[src/rtl/sgm_path_aggregator_lr_pkg.sv]
// Shared constants and helpers for the SGM path-aggregation stages (all path directions).
package sgm_path_aggregator_lr_pkg;

  localparam int unsigned SGM_P1_DEFAULT = 1;
  localparam int unsigned SGM_P2_DEFAULT = 8;

  function automatic int unsigned clog2(input int unsigned v);
    int unsigned r;
    r = 0;
    for (int unsigned p = 1; p < v; p = p << 1) r++;
    return r;
  endfunction

endpackage

[src/rtl/sgm_path_aggregator_lr_argmin.sv]
// Combinational minimum over INPUTS packed WIDTH-bit words (word i at [WIDTH*i +: WIDTH]).
module sgm_path_aggregator_lr_argmin #(
  parameter int unsigned WIDTH  = 8,
  parameter int unsigned INPUTS = 8
) (
  input  logic [INPUTS*WIDTH-1:0] vals_i,
  output logic [WIDTH-1:0]        min_o
);

  always_comb begin
    min_o = vals_i[WIDTH-1:0];
    for (int unsigned i = 1; i < INPUTS; i++) begin
      if (vals_i[i*WIDTH +: WIDTH] < min_o) min_o = vals_i[i*WIDTH +: WIDTH];
    end
  end

endmodule

[src/rtl/sgm_path_aggregator_lr.sv]
// Left-to-right SGM path-cost aggregation, one pixel/cycle, 2-cycle latency.
// SGM_AGG_SATURATE_EN: clamp each L word at 2^ACC_WIDTH-1 instead of wrapping.
module sgm_path_aggregator_lr
  import sgm_path_aggregator_lr_pkg::*;
#(
  parameter int unsigned COST_WIDTH  = 6,
  parameter int unsigned ACC_WIDTH   = 8,
  parameter int unsigned DISPARITIES = 8,
  parameter int unsigned P1          = SGM_P1_DEFAULT,
  parameter int unsigned P2          = SGM_P2_DEFAULT
) (
  input  logic                              clk,
  input  logic                              rst_n,
  input  logic                              in_valid,
  input  logic                              in_first,
  input  logic [DISPARITIES*COST_WIDTH-1:0] in_costs,
  output logic                              out_valid,
  output logic                              out_first,
  output logic [DISPARITIES*ACC_WIDTH-1:0]  out_costs,
  output logic [ACC_WIDTH-1:0]              out_min
);

  localparam int unsigned AW = ACC_WIDTH;
  localparam int unsigned CW = COST_WIDTH;
  localparam int unsigned D  = DISPARITIES;
  localparam logic [AW:0] P1_X = (AW+1)'(P1);
  localparam logic [AW:0] P2_X = (AW+1)'(P2);
`ifdef SGM_AGG_SATURATE_EN
  localparam bit SAT_EN = 1'b1;
`else
  localparam bit SAT_EN = 1'b0;
`endif

  if (D < 2 || (1 << clog2(D)) != D) begin : g_bad_disp
    $error("DISPARITIES must be a power of two >= 2");
  end
  if (AW < CW) begin : g_bad_width
    $error("ACC_WIDTH must be >= COST_WIDTH");
  end

  logic          s1_valid_q, s1_first_q;
  logic [D*AW-1:0] s1_costs_q, costs_ext;
  logic          out_valid_q, out_first_q, have_prev_q;
  logic [D*AW-1:0] out_costs_q, out_costs_d;
  logic [AW-1:0]   out_min_q, out_min_d;
  logic          restart;
  logic [AW:0]     min_prev_x;

  for (genvar d = 0; d < D; d++) begin : g_ext
    assign costs_ext[d*AW +: AW] = AW'(in_costs[d*CW +: CW]);
  end

  always_ff @(posedge clk or negedge rst_n) begin
    if (!rst_n) begin
      s1_valid_q <= 1'b0;
      s1_first_q <= 1'b0;
      s1_costs_q <= '0;
    end else begin
      s1_valid_q <= in_valid;
      s1_first_q <= in_valid & in_first;
      if (in_valid) s1_costs_q <= costs_ext;
    end
  end

  assign restart    = s1_first_q | ~have_prev_q;
  assign min_prev_x = {1'b0, out_min_q};

  // Edge disparities simply omit the missing neighbour candidate.
  for (genvar d = 0; d < D; d++) begin : g_lane
    logic [AW:0] l_self, best0, best1, best, l_sum;
    logic [AW-1:0] l_red;

    assign l_self = {1'b0, out_costs_q[d*AW +: AW]};
    assign best0  = (l_self < min_prev_x + P2_X) ? l_self : min_prev_x + P2_X;

    if (d > 0) begin : g_lo
      logic [AW:0] l_lo;
      assign l_lo  = {1'b0, out_costs_q[(d-1)*AW +: AW]} + P1_X;
      assign best1 = (l_lo < best0) ? l_lo : best0;
    end else begin : g_lo_none
      assign best1 = best0;
    end

    if (d < D-1) begin : g_hi
      logic [AW:0] l_hi;
      assign l_hi = {1'b0, out_costs_q[(d+1)*AW +: AW]} + P1_X;
      assign best = (l_hi < best1) ? l_hi : best1;
    end else begin : g_hi_none
      assign best = best1;
    end

    // best >= min_prev, so the subtraction cannot go negative.
    assign l_sum = best - min_prev_x + {1'b0, s1_costs_q[d*AW +: AW]};
    assign l_red = (SAT_EN && l_sum[AW]) ? '1 : l_sum[AW-1:0];
    assign out_costs_d[d*AW +: AW] = restart ? s1_costs_q[d*AW +: AW] : l_red;
  end

  sgm_path_aggregator_lr_argmin #(
    .WIDTH  (AW),
    .INPUTS (D)
  ) u_min (
    .vals_i (out_costs_d),
    .min_o  (out_min_d)
  );

  always_ff @(posedge clk or negedge rst_n) begin
    if (!rst_n) begin
      out_valid_q <= 1'b0;
      out_first_q <= 1'b0;
      out_costs_q <= '0;
      out_min_q   <= '0;
      have_prev_q <= 1'b0;
    end else begin
      out_valid_q <= s1_valid_q;
      out_first_q <= s1_first_q;
      if (s1_valid_q) begin
        out_costs_q <= out_costs_d;
        out_min_q   <= out_min_d;
        have_prev_q <= 1'b1;
      end
    end
  end

  assign out_valid = out_valid_q;
  assign out_first = out_first_q;
  assign out_costs = out_costs_q;
  assign out_min   = out_min_q;

endmodule

[config.mk]
export PLATFORM = sky130hd
export DESIGN_NAME = sgm_path_aggregator_lr
export DESIGN_NICKNAME = d
export VERILOG_FILES = /design/src/rtl/sgm_path_aggregator_lr_pkg.sv /design/src/rtl/sgm_path_aggregator_lr_argmin.sv /design/src/rtl/sgm_path_aggregator_lr.sv
export SDC_FILE = /design/constraint.sdc
export NUM_CORES = 1
export LEC_CHECK = 0
export CAP_MARGIN = 20
export CELL_PAD_IN_SITES_DETAIL_PLACEMENT = 1
export CELL_PAD_IN_SITES_GLOBAL_PLACEMENT = 2
export CORE_ASPECT_RATIO = 1.75
export CORE_UTILIZATION = 44
export CTS_BUF_LIST = sky130_fd_sc_hd__clkbuf_16
export DETAILED_ROUTE_END_ITERATION = 16
export DONT_BUFFER_PORTS = 1
export PLACE_DENSITY = 0.95
export SYNTH_ARGS = -nofsm -noshare
export SYNTH_HDL_FRONTEND = slang
export SYNTH_HIERARCHICAL = 1
export SYNTH_SLANG_ARGS = --single-unit
[constraint.sdc]
create_clock -name clk -period 34.5 [get_ports clk]
set_input_delay 1.725 -clock clk [delete_from_list [all_inputs] [get_ports clk]]
set_output_delay 1.725 -clock clk [all_outputs]
set_load 0.03 [all_outputs]
==> impl_metrics.xml, run 1 <==
<?xml version="1.0" encoding="UTF-8"?>
<metrics>
  <group name="synth">
    <metric name="yosysWarnings" unit="">6</metric>
    <metric name="ys_async_sr_fraction" unit="%">100</metric>
    <metric name="postSynthAreaPerCell" unit="µm²">8.17</metric>
    <metric name="synthMuxAreaShare" unit="%">10.7</metric>
    <metric name="yosys.area_share.xor_xnor" unit="%">5.55</metric>
    <metric name="synth_sequential_area_ratio" unit="%">16.9</metric>
    <metric name="ys_ff_latch" unit="">125</metric>
    <metric name="synthesis.instances" unit="">2262</metric>
    <metric name="synth_common_cells" unit="">271 x ha_1, 253 x inv_1, 230 x nand2_1</metric>
    <metric name="synth_adder_area_share" unit="%">23.8</metric>
    <metric name="synth_compound_gate_area_share" unit="%">21.1</metric>
    <metric name="synth_top_area_cell" unit="">ha_1</metric>
    <metric name="post_synth_and_or_nand_nor_area_fraction" unit="%">15.1</metric>
    <metric name="dominant_combinational_cell_family_by_area_after_synthesis" unit="">adder cells</metric>
    <metric name="syn_std_cell_area" unit="µm²">18500</metric>
    <metric name="ys_dominant_reg_cell" unit="">dfrtp_1</metric>
    <metric name="synth.most_common_cell" unit="">ha_1</metric>
    <metric name="synth_cell_type_count" unit="">97</metric>
    <metric name="post_synth_main_area_contributors" unit="">ha_1 18%, dfrtp_1 17%, mux2_2 5.9%</metric>
    <metric name="synth.top_cell.area_share" unit="%">18.3</metric>
    <metric name="synth-edff-count" unit="">0</metric>
  </group>
  <group name="global_route">
    <metric name="grt_pass1_wl" unit="µm">118000</metric>
    <metric name="grt-ovfl-total" unit="">0</metric>
    <metric name="first_global_vias" unit="">19500</metric>
    <metric name="maximum_number_of_pins_on_one_net_before_global_route_repair" unit="">126</metric>
    <metric name="grt_util_all_layers" unit="%">37.8</metric>
    <metric name="grt_antenna_before_repair" unit="">3</metric>
  </group>
  <group name="critical_path">
    <metric name="timing.critical_path.fanout_max" unit="">17</metric>
    <metric name="setup.worst_path.start_class" unit="">flop</metric>
    <metric name="worst_ep_arrival_time" unit="ns">23.94</metric>
    <metric name="r2r_setup_slack" unit="ns">10.91</metric>
    <metric name="endpoint" unit="">out_min[0]</metric>
    <metric name="path_buf_inv" unit="">8</metric>
    <metric name="timing.reg2reg.worst_path_depth" unit="">94</metric>
    <metric name="critical_path.reg2reg.startpoint" unit="">out_min[6]</metric>
    <metric name="cp_slowest_cell" unit="">dfrtp_1</metric>
    <metric name="setup.worst_path.start" unit="">out_min[6]</metric>
    <metric name="critical-path-top-delay-family" unit="">compound AO/OA/AOI/OAI gates</metric>
    <metric name="critPathMaxStageDelay" unit="ns">0.85</metric>
    <metric name="rr_endpoint" unit="">out_min[0]</metric>
    <metric name="crit_cells" unit="">94</metric>
    <metric name="timing_worst_setup_path_type" unit="">reg -&gt; reg</metric>
    <metric name="end_kind" unit="">flop</metric>
    <metric name="worst-endpoint-required" unit="ns">34.85</metric>
  </group>
  <group name="timing">
    <metric name="finalSetupViolations" unit="">0</metric>
    <metric name="fin_crit_sh" unit="%">68.4</metric>
    <metric name="grt_setup_unrepaired" unit="">false</metric>
    <metric name="worst-slew-pin-transition" unit="ns">1.27</metric>
    <metric name="report.final.hold_viol_count" unit="">0</metric>
    <metric name="fin_crit" unit="ns">23.59</metric>
    <metric name="skew" unit="ns">0.0151</metric>
    <metric name="final_slew_violations" unit="">0</metric>
    <metric name="setup_tns" unit="ns">0</metric>
    <metric name="fin_worst_hold_slack" unit="ns">0.442</metric>
    <metric name="max_freq" unit="MHz">42.4</metric>
    <metric name="timing.slew.headroom" unit="%">14.5</metric>
  </group>
  <group name="cells_and_area">
    <metric name="synthToLayoutAreaGrowth" unit="%">7.57</metric>
    <metric name="multi_input_comb_area" unit="µm²">14100</metric>
    <metric name="regArea" unit="µm²">3130</metric>
    <metric name="layout-drive-gt1-share" unit="%">9.75</metric>
    <metric name="fillerInstances" unit="">5132</metric>
    <metric name="num-nets-final" unit="">2636</metric>
  </group>
  <group name="clock_tree">
    <metric name="cts-root-buf" unit="">clkbuf_16</metric>
    <metric name="cts_resized" unit="">0</metric>
    <metric name="worst_skew_pair.late_latency" unit="ns">0.47</metric>
    <metric name="buffers_inserted_by_post_cts_timing_repair" unit="">0</metric>
    <metric name="clockBufferDepth" unit="">2</metric>
    <metric name="cts.hold.buffers_added" unit="">0</metric>
    <metric name="worst_setup_hold_path_clk_slew" unit="ns">0.07</metric>
    <metric name="cts_inserted_buffers" unit="">17</metric>
    <metric name="cts_tree" unit="">yes</metric>
    <metric name="cts.sinks" unit="">125</metric>
    <metric name="clock_tree.htree_level_count" unit="">4</metric>
  </group>
  <group name="drt">
    <metric name="drt.antenna.violating_nets" unit="">0</metric>
    <metric name="remaining_drc_errors" unit="">0</metric>
    <metric name="route.detailed.vias_per_inst" unit="">6.27</metric>
    <metric name="drt-total-wl" unit="µm">79200</metric>
    <metric name="via_count" unit="">17800</metric>
    <metric name="wire_per_inst" unit="µm">27.9</metric>
    <metric name="detailed_routing_iterations_pass_1" unit="">5</metric>
    <metric name="iter_0_drt_violations" unit="">887</metric>
  </group>
  <group name="placement">
    <metric name="placement.io_buffers" unit="">0</metric>
    <metric name="post-dp-hpwl" unit="µm">62700</metric>
    <metric name="globalplace.congestion" unit="">0.991</metric>
  </group>
  <group name="hold_path">
    <metric name="hold_class" unit="">reg -&gt; reg</metric>
    <metric name="hold-path-cell-count" unit="">0</metric>
  </group>
  <group name="die">
    <metric name="start_util" unit="%">44.4</metric>
    <metric name="num_rows" unit="">99</metric>
    <metric name="floorplan.die_area" unit="µm²">42900</metric>
    <metric name="die_width" unit="µm">157</metric>
    <metric name="fp.coreArea" unit="µm²">41600</metric>
    <metric name="die-height" unit="µm">273</metric>
    <metric name="boundaryPins" unit="">126</metric>
  </group>
  <group name="status">
    <metric name="result_of_the_run" unit="">finished, final reports clean</metric>
  </group>
  <group name="flow_run">
    <metric name="drv_cap" unit="">0</metric>
  </group>
</metrics>
[kinds of logic after synthesis]
kind of cell | Yosys count
other cells | 1
fa+ha+maj | 323
xor+xnor | 115
mux | 183
buf+inv | 328
flops | 125
simple gates | 598
compound gates | 589
[through the flow]
stage	std cells	utilization, %	cell area [µm²]	setup WS [ns]
floorplan	2269	-	18500	13.92
global placement	2799	46.3	19300	12.04
detailed placement	2799	46.3	19300	11.08
CTS	2831	47.7	19900	11.10
global route	2834	47.8	19900	9.23
finish	2834	47.8	19900	10.91
[worst reg2reg max path: cells and delay by family, from the launching register on]
kind	cells	cell delay, ns
DFF	1	0.85
xor gates and xnor gates	2	0.73
muxes	7	2.36
and+or+nand+nor	19	3.95
AOI/OAI and AO/OA	46	10.97
adders and majority gates	12	3.68
buffers and inverters	8	0.91
[state kept, by name, summed over array words and instances, names as in the netlist]
| name | count |
|---|---|
| have_prev_q | 1 |
| s1_costs_q | 48 |
| s1_valid_q | 1 |
| out_costs | 64 |
| s1_first_q | 1 |
| out_valid | 1 |
| out_min | 8 |
| out_first | 1 |
[layer usage]
layer  up-vias  part of all wire (%)  global-route usage [%]
li1       7995                     -                       -
met4         0                    12                    39.9
met5         -                     0                       0
met3       367                   5.6                    8.99
met2       637                    50                    66.5
met1      8771                    33                    34.1
[area by class of cell]
class	count	area share, %
diodes	1	0.0126
clock buffers	17	2.14
clock inverters	15	0.786
inverters	254	4.79
multi-input cells	1816	71.1
flip-flops and latches	125	15.8
well taps	555	3.49
repair buffers	51	1.93
[cells in the final DEF, fill, tap and decap left out, types with 25 or more instances in the layout]
cell type	instances
a21o_1	70
a21oi_1	150
and3_1	25
buf_4	50
dfrtp_1	123
fa_1	48
ha_1	271
inv_1	253
mux2_2	97
mux2i_1	79
nand2_1	230
nand2b_1	26
nand3_1	56
nor2_1	138
o21ai_0	162
xnor2_1	69
xor2_1	45
[worst min-delay path by stage]
stage,startpoint,to,slack (ns)
after detailed placement,s1_first_q,out_first,0.43
final,s1_first_q,out_first,0.44
after global routing,s1_first_q,out_first,0.45
after floorplan,s1_first_q,out_first,0.37
after global placement,s1_first_q,out_first,0.41
after CTS,s1_first_q,out_first,0.45
Power of run 1 is not shown: default switching activity piles up to over one toggle a cycle in this logic, so the estimate is an artifact.
==> inputs of run 2 (changes only) <==
--- a/config.mk
+++ b/config.mk
@@ -9,11 +9,11 @@
 export CELL_PAD_IN_SITES_DETAIL_PLACEMENT = 1
 export CELL_PAD_IN_SITES_GLOBAL_PLACEMENT = 2
 export CORE_ASPECT_RATIO = 1.75
-export CORE_UTILIZATION = 44
+export CORE_UTILIZATION = 41
 export CTS_BUF_LIST = sky130_fd_sc_hd__clkbuf_16
 export DETAILED_ROUTE_END_ITERATION = 16
 export DONT_BUFFER_PORTS = 1
-export PLACE_DENSITY = 0.95
+export PLACE_DENSITY = 0.9
 export SYNTH_ARGS = -nofsm -noshare
 export SYNTH_HDL_FRONTEND = slang
 export SYNTH_HIERARCHICAL = 1
==> constraint.sdc (replaced) <==
create_clock -name clk -period 22.4 [get_ports clk]
set_input_delay 1.12 -clock clk [delete_from_list [all_inputs] [get_ports clk]]
set_output_delay 1.12 -clock clk [all_outputs]
set_load 0.03 [all_outputs]
==> run 2 against run 1 <==
  * Core utilization shrank 2.0 points
  * Highest routed layer is now met5
  * Sequential cell count unchanged
  * Global-route usage is 2.1 points lower
  * Register-to-register slack worse by 9.8 ns
==> impl_metrics.xml, run 2 (same netlist as run 1, synthesis figures left out) <==
<?xml version="1.0" encoding="UTF-8"?>
<metrics>
  <group name="placement">
    <metric name="post-dp-hpwl" unit="µm">64300</metric>
    <metric name="placement.io_buffers" unit="">0</metric>
    <metric name="instance_area_after_placement" unit="µm²">19400</metric>
    <metric name="globalplace.congestion" unit="">1.01</metric>
    <metric name="dpl_worst_slack" unit="ns">-0.230</metric>
  </group>
  <group name="clock_tree">
    <metric name="cts-root-buf" unit="">clkbuf_16</metric>
    <metric name="clock_tree.htree_level_count" unit="">4</metric>
    <metric name="clockBufferDepth" unit="">2</metric>
    <metric name="worst_skew_pair.late_latency" unit="ns">0.46</metric>
    <metric name="cts.sinks" unit="">125</metric>
    <metric name="cts_inserted_buffers" unit="">17</metric>
    <metric name="cts.hold.buffers_added" unit="">0</metric>
    <metric name="cts_tree" unit="">yes</metric>
    <metric name="worst_setup_hold_path_clk_slew" unit="ns">0.07</metric>
  </group>
  <group name="global_route">
    <metric name="maximum_number_of_pins_on_one_net_before_global_route_repair" unit="">126</metric>
    <metric name="grt_pass1_wl" unit="µm">120000</metric>
    <metric name="grt_antenna_before_repair" unit="">4</metric>
    <metric name="grt_util_all_layers" unit="%">35.7</metric>
    <metric name="first_global_vias" unit="">19700</metric>
    <metric name="grt-ovfl-total" unit="">0</metric>
  </group>
  <group name="die">
    <metric name="die_width" unit="µm">163</metric>
    <metric name="start_util" unit="%">41.6</metric>
    <metric name="floorplan.die_area" unit="µm²">46000</metric>
    <metric name="die-height" unit="µm">283</metric>
    <metric name="boundaryPins" unit="">126</metric>
    <metric name="fp.coreArea" unit="µm²">44400</metric>
    <metric name="num_rows" unit="">102</metric>
  </group>
  <group name="timing">
    <metric name="post_layout_worst_setup_margin" unit="ns">1.15</metric>
    <metric name="timing.slew.headroom" unit="%">21.1</metric>
    <metric name="final_slew_violations" unit="">0</metric>
    <metric name="report.final.hold_viol_count" unit="">0</metric>
    <metric name="finalSetupViolations" unit="">0</metric>
    <metric name="skew" unit="ns">0.0163</metric>
    <metric name="fin_crit" unit="ns">21.25</metric>
    <metric name="max_freq" unit="MHz">47.1</metric>
    <metric name="fin_crit_sh" unit="%">94.9</metric>
    <metric name="worst-slew-pin-transition" unit="ns">1.17</metric>
  </group>
  <group name="cells_and_area">
    <metric name="final_cell_mix" unit="">271 x ha_1, 253 x inv_1, 228 x nand2_1, 158 x o21ai_0, 149 x a21oi_1</metric>
    <metric name="largest_register_ffs" unit="">64</metric>
    <metric name="num-nets-final" unit="">2662</metric>
    <metric name="multi_input_comb_area" unit="µm²">14300</metric>
    <metric name="stdcell_area" unit="µm²">20300</metric>
    <metric name="synthToLayoutAreaGrowth" unit="%">9.90</metric>
    <metric name="mostFrequentLayoutCell" unit="">ha_1</metric>
    <metric name="fillerInstances" unit="">5336</metric>
    <metric name="regArea" unit="µm²">3130</metric>
    <metric name="utilization" unit="%">45.8</metric>
    <metric name="layout-drive-gt1-share" unit="%">11.8</metric>
  </group>
  <group name="critical_path">
    <metric name="worst_ep_arrival_time" unit="ns">21.54</metric>
    <metric name="setup.worst_path.start_class" unit="">flop</metric>
    <metric name="end_kind" unit="">flop</metric>
    <metric name="timing_worst_setup_path_type" unit="">reg -&gt; reg</metric>
    <metric name="cp_slowest_cell" unit="">fa_1</metric>
    <metric name="critPathMaxStageDelay" unit="ns">0.56</metric>
    <metric name="timing.critical_path.fanout_max" unit="">11</metric>
    <metric name="cpMostUsedCell" unit="">a21oi_1</metric>
    <metric name="worst-endpoint-required" unit="ns">22.69</metric>
  </group>
  <group name="drt">
    <metric name="detailed_routing_iterations_pass_1" unit="">7</metric>
    <metric name="via_count" unit="">18000</metric>
    <metric name="route.detailed.vias_per_inst" unit="">6.25</metric>
    <metric name="drt.antenna.violating_nets" unit="">0</metric>
    <metric name="remaining_drc_errors" unit="">0</metric>
    <metric name="iter_0_drt_violations" unit="">760</metric>
    <metric name="drt-total-wl" unit="µm">81100</metric>
    <metric name="wire_per_inst" unit="µm">28.2</metric>
  </group>
  <group name="status">
    <metric name="result_of_the_run" unit="">finished, final reports clean</metric>
  </group>
  <group name="hold_path">
    <metric name="hold_class" unit="">in -&gt; async</metric>
  </group>
  <group name="flow_run">
    <metric name="drv_cap" unit="">0</metric>
  </group>
</metrics>
run 2: layout make-up:
type / instances / share of cell area, %
multi-input combinational: 1816 / 70.6
sequential: 125 / 15.4
inverter: 254 / 4.69
tap: 572 / 3.52
timing repair buffer: 77 / 2.85
clock buffer: 17 / 2.09
clock inverter: 15 / 0.800
antenna: 2 / 0.0246
run 2: timing repair:
| item | 4_1_cts | 5_1_grt |
|---|---|---|
| setup endpoints to repair | 8 | 8 |
| buffers inserted | 0 | 9 |
| resized for setup | 3 | 40 |
| pin swaps | 0 | 5 |
run 2: per-layer routing:
| layer | track usage [%] | wire length (µm) | vias to the layer above |
|---|---|---|---|
| li1 | - | - | 8050 |
| met1 | 31.8 | 26200 | 8831 |
| met2 | 61.6 | 40000 | 682 |
| met3 | 9.57 | 4770 | 410 |
| met4 | 38.3 | 10100 | 4 |
| met5 | 0 | 27 | - |
run 2: metrics by stage:
step,hold slack [ns],instances,setup TNS [ns]
floorplan,0.366,2269,0
global placement,0.411,2833,0
detailed placement,0.418,2835,-0.925
CTS,0.348,2867,0
global route,0.344,2876,-0.155
finish,0.357,2878,0
run 2: path summary, 6_finish.rpt:
check                            from        endpoint  slack (ns)  cells after the start
max                        out_min[5]      out_min[3]        1.15                    100
min                             rst_n  s1_costs_q[50]        0.36                      0
max reg2reg                out_min[5]      out_min[3]        1.15                    100
min reg2reg                s1_first_q       out_first        0.44                      0
max in group asynchronous       rst_n   s1_costs_q[3]       21.78                      0
min in group clk           s1_first_q       out_first        0.44                      0
run 2: worst max-delay path: cells and delay by family, from the launching register on:
| kind | cells | cell delay, ns |
|---|---|---|
| AOI/OAI and AO/OA | 49 | 10.06 |
| muxes | 5 | 1.48 |
| and+or+nand+nor | 21 | 3.41 |
| buffers and inverters | 11 | 1.38 |
| adders and majority gates | 12 | 3.81 |
| DFF | 1 | 0.36 |
| xor gates and xnor gates | 2 | 0.57 |
Power of run 2 is left out for the same reason.
==> inputs of run 3 (changes only) <==
--- a/config.mk
+++ b/config.mk
@@ -13,8 +13,9 @@
 export CTS_BUF_LIST = sky130_fd_sc_hd__clkbuf_16
 export DETAILED_ROUTE_END_ITERATION = 16
 export DONT_BUFFER_PORTS = 1
-export PLACE_DENSITY = 0.9
+export PLACE_DENSITY = 0.92
 export SYNTH_ARGS = -nofsm -noshare
 export SYNTH_HDL_FRONTEND = slang
 export SYNTH_HIERARCHICAL = 1
 export SYNTH_SLANG_ARGS = --single-unit
+export TNS_END_PERCENT = 5
==> constraint.sdc (replaced) <==
create_clock -name clk -period 24.3 [get_ports clk]
set_input_delay 1.215 -clock clk [delete_from_list [all_inputs] [get_ports clk]]
set_output_delay 1.215 -clock clk [all_outputs]
set_load 0.03 [all_outputs]
==> run 3 against run 2 <==
  * Sequential cell count is the same
  * Worst setup slack improved by 0.35 ns
  * Non-clock buffer count decreased by 23
  * Count of clock-buffer cells in the layout is the same
  * Register-to-register slack gained 0.35 ns
  * Sequential share of layout area increased by 0.28 points
  * Clock skew up 0.0031 ns
  * Final cell count is 0.87% lower
  * First-iteration DRC count grew 6.6%
  * Via count shrank 0.98%
  * Critical path type unchanged
  * Highest routed layer is now met4
==> impl_metrics.xml, run 3 (same netlist as run 1, synthesis figures left out) <==
<?xml version="1.0" encoding="UTF-8"?>
<metrics>
  <group name="cells_and_area">
    <metric name="antennaDiodeCount" unit="">0</metric>
    <metric name="largest_register_ffs" unit="">64</metric>
    <metric name="synthToLayoutAreaGrowth" unit="%">8.10</metric>
    <metric name="final_cell_mix" unit="">271 x ha_1, 252 x inv_1, 229 x nand2_1, 162 x o21ai_0, 150 x a21oi_1</metric>
    <metric name="layout-drive-gt1-share" unit="%">10.3</metric>
    <metric name="mostFrequentLayoutCell" unit="">ha_1</metric>
    <metric name="num-nets-final" unit="">2639</metric>
  </group>
  <group name="drt">
    <metric name="via_count" unit="">17800</metric>
    <metric name="detailed_routing_iterations_pass_1" unit="">5</metric>
    <metric name="iter_0_drt_violations" unit="">810</metric>
    <metric name="route.detailed.vias_per_inst" unit="">6.24</metric>
    <metric name="remaining_drc_errors" unit="">0</metric>
    <metric name="drt-total-wl" unit="µm">78400</metric>
    <metric name="drt.antenna.violating_nets" unit="">0</metric>
    <metric name="wire_per_inst" unit="µm">27.5</metric>
  </group>
  <group name="timing">
    <metric name="fin_crit" unit="ns">22.80</metric>
    <metric name="skew" unit="ns">0.0193</metric>
    <metric name="timing.slew.headroom" unit="%">22.6</metric>
    <metric name="report.final.hold_viol_count" unit="">0</metric>
    <metric name="fin_crit_sh" unit="%">93.8</metric>
    <metric name="finalSetupViolations" unit="">0</metric>
    <metric name="setup_tns" unit="ns">0</metric>
    <metric name="worst-slew-pin-transition" unit="ns">1.15</metric>
    <metric name="final_slew_violations" unit="">0</metric>
    <metric name="max_freq" unit="MHz">43.9</metric>
  </group>
  <group name="critical_path">
    <metric name="setup.worst_path.start_class" unit="">flop</metric>
    <metric name="worst_ep_arrival_time" unit="ns">23.14</metric>
    <metric name="critical-path-top-delay-family" unit="">compound AO/OA/AOI/OAI gates</metric>
    <metric name="cp_slowest_cell" unit="">a2111oi_1</metric>
    <metric name="timing_worst_setup_path_type" unit="">reg -&gt; reg</metric>
    <metric name="setup.worst_path.start" unit="">out_min[3]</metric>
    <metric name="end_kind" unit="">flop</metric>
    <metric name="worst-endpoint-required" unit="ns">24.64</metric>
    <metric name="cpMostUsedCell" unit="">ha_1</metric>
    <metric name="path_buf_inv" unit="">6</metric>
    <metric name="critPathMaxStageDelay" unit="ns">0.70</metric>
    <metric name="critical_path.reg2reg.startpoint" unit="">out_min[3]</metric>
    <metric name="timing.critical_path.fanout_max" unit="">17</metric>
  </group>
  <group name="placement">
    <metric name="globalplace.congestion" unit="">0.985</metric>
    <metric name="post-dp-hpwl" unit="µm">62800</metric>
    <metric name="placement.io_buffers" unit="">0</metric>
  </group>
  <group name="die">
    <metric name="die_width" unit="µm">163</metric>
    <metric name="start_util" unit="%">41.6</metric>
    <metric name="boundaryPins" unit="">126</metric>
    <metric name="num_rows" unit="">102</metric>
    <metric name="floorplan.die_area" unit="µm²">46000</metric>
    <metric name="die-height" unit="µm">283</metric>
    <metric name="fp.coreArea" unit="µm²">44400</metric>
  </group>
  <group name="global_route">
    <metric name="first_global_vias" unit="">19500</metric>
    <metric name="grt-ovfl-total" unit="">0</metric>
    <metric name="grt_antenna_before_repair" unit="">0</metric>
    <metric name="maximum_number_of_pins_on_one_net_before_global_route_repair" unit="">126</metric>
    <metric name="grt_util_all_layers" unit="%">34.6</metric>
    <metric name="grt_pass1_wl" unit="µm">117000</metric>
  </group>
  <group name="clock_tree">
    <metric name="cts_tree" unit="">yes</metric>
    <metric name="cts.sinks" unit="">125</metric>
    <metric name="cts-root-buf" unit="">clkbuf_16</metric>
    <metric name="worst_skew_pair.late_latency" unit="ns">0.47</metric>
    <metric name="clockBufferDepth" unit="">2</metric>
    <metric name="worst_setup_hold_path_clk_slew" unit="ns">0.08</metric>
    <metric name="cts.hold.buffers_added" unit="">0</metric>
    <metric name="cts_inserted_buffers" unit="">17</metric>
    <metric name="clock_tree.htree_level_count" unit="">4</metric>
  </group>
  <group name="status">
    <metric name="result_of_the_run" unit="">finished, final reports clean</metric>
  </group>
  <group name="hold_path">
    <metric name="hold_class" unit="">in -&gt; async</metric>
  </group>
  <group name="flow_run">
    <metric name="drv_cap" unit="">0</metric>
  </group>
</metrics>
[run 3: timing repair]
action                                  CTS  global route
endpoints found under the setup margin    0             8
buffers inserted                          0             5
resized for setup                         0            16
[run 3: area by class of cell]
type,instances,area [µm²]
Fill cell,5412,24400
Sequential cell,125,3140
Multi-Input combinational cell,1816,14200
Timing Repair Buffer,54,400
Clock inverter,15,161
Inverter,254,953
Tap cell,572,716
Clock buffer,17,425
[run 3: worst reg2reg max path, delay by kind of cell, from the launching register on]
kind | cells | cell delay, ns
adder cells (fa/ha/maj) | 13 | 4.12
XOR/XNOR | 2 | 0.64
buffers and inverters | 6 | 0.72
AO/OA/AOI/OAI | 43 | 10.02
AND/OR/NAND/NOR | 20 | 4.02
multiplexers | 8 | 2.82
flip-flops | 1 | 0.37
[run 3: worst paths after layout]
check | slack (ns) | endpoint | cells past startpoint
worst max-delay path | 1.50 | out_min[0] | 92
worst min-delay path | 0.44 | s1_costs_q[50] | 0
worst max register to register | 1.50 | out_min[0] | 92
worst min register to register | 0.44 | out_first | 0
max in group asynchronous | 23.53 | s1_costs_q[18] | 0
min in group clk | 0.44 | out_first | 0
[run 3: metrics by stage]
stage	cell area [µm²]	hold slack [ns]	std cells	setup slack (ns)	util, %
global placement	19300	0.411	2814	1.51	43.4
detailed placement	19300	0.421	2815	0.310	43.5
global route	20000	0.423	2853	-0.0638	45.0
CTS	19900	0.423	2847	0.297	44.8
finish	20000	0.436	2853	1.50	45.0
floorplan	18500	0.366	2269	3.72	-
[run 3: per-layer routing]
layer	track usage [%]	vias to the layer above	routed length [µm]
li1	-	8009	-
met1	31.9	8821	25800
met2	60.9	605	39000
met3	6.65	366	3970
met4	35.9	0	9600
met5	0	-	0
Power of run 3 is left out for the same reason.
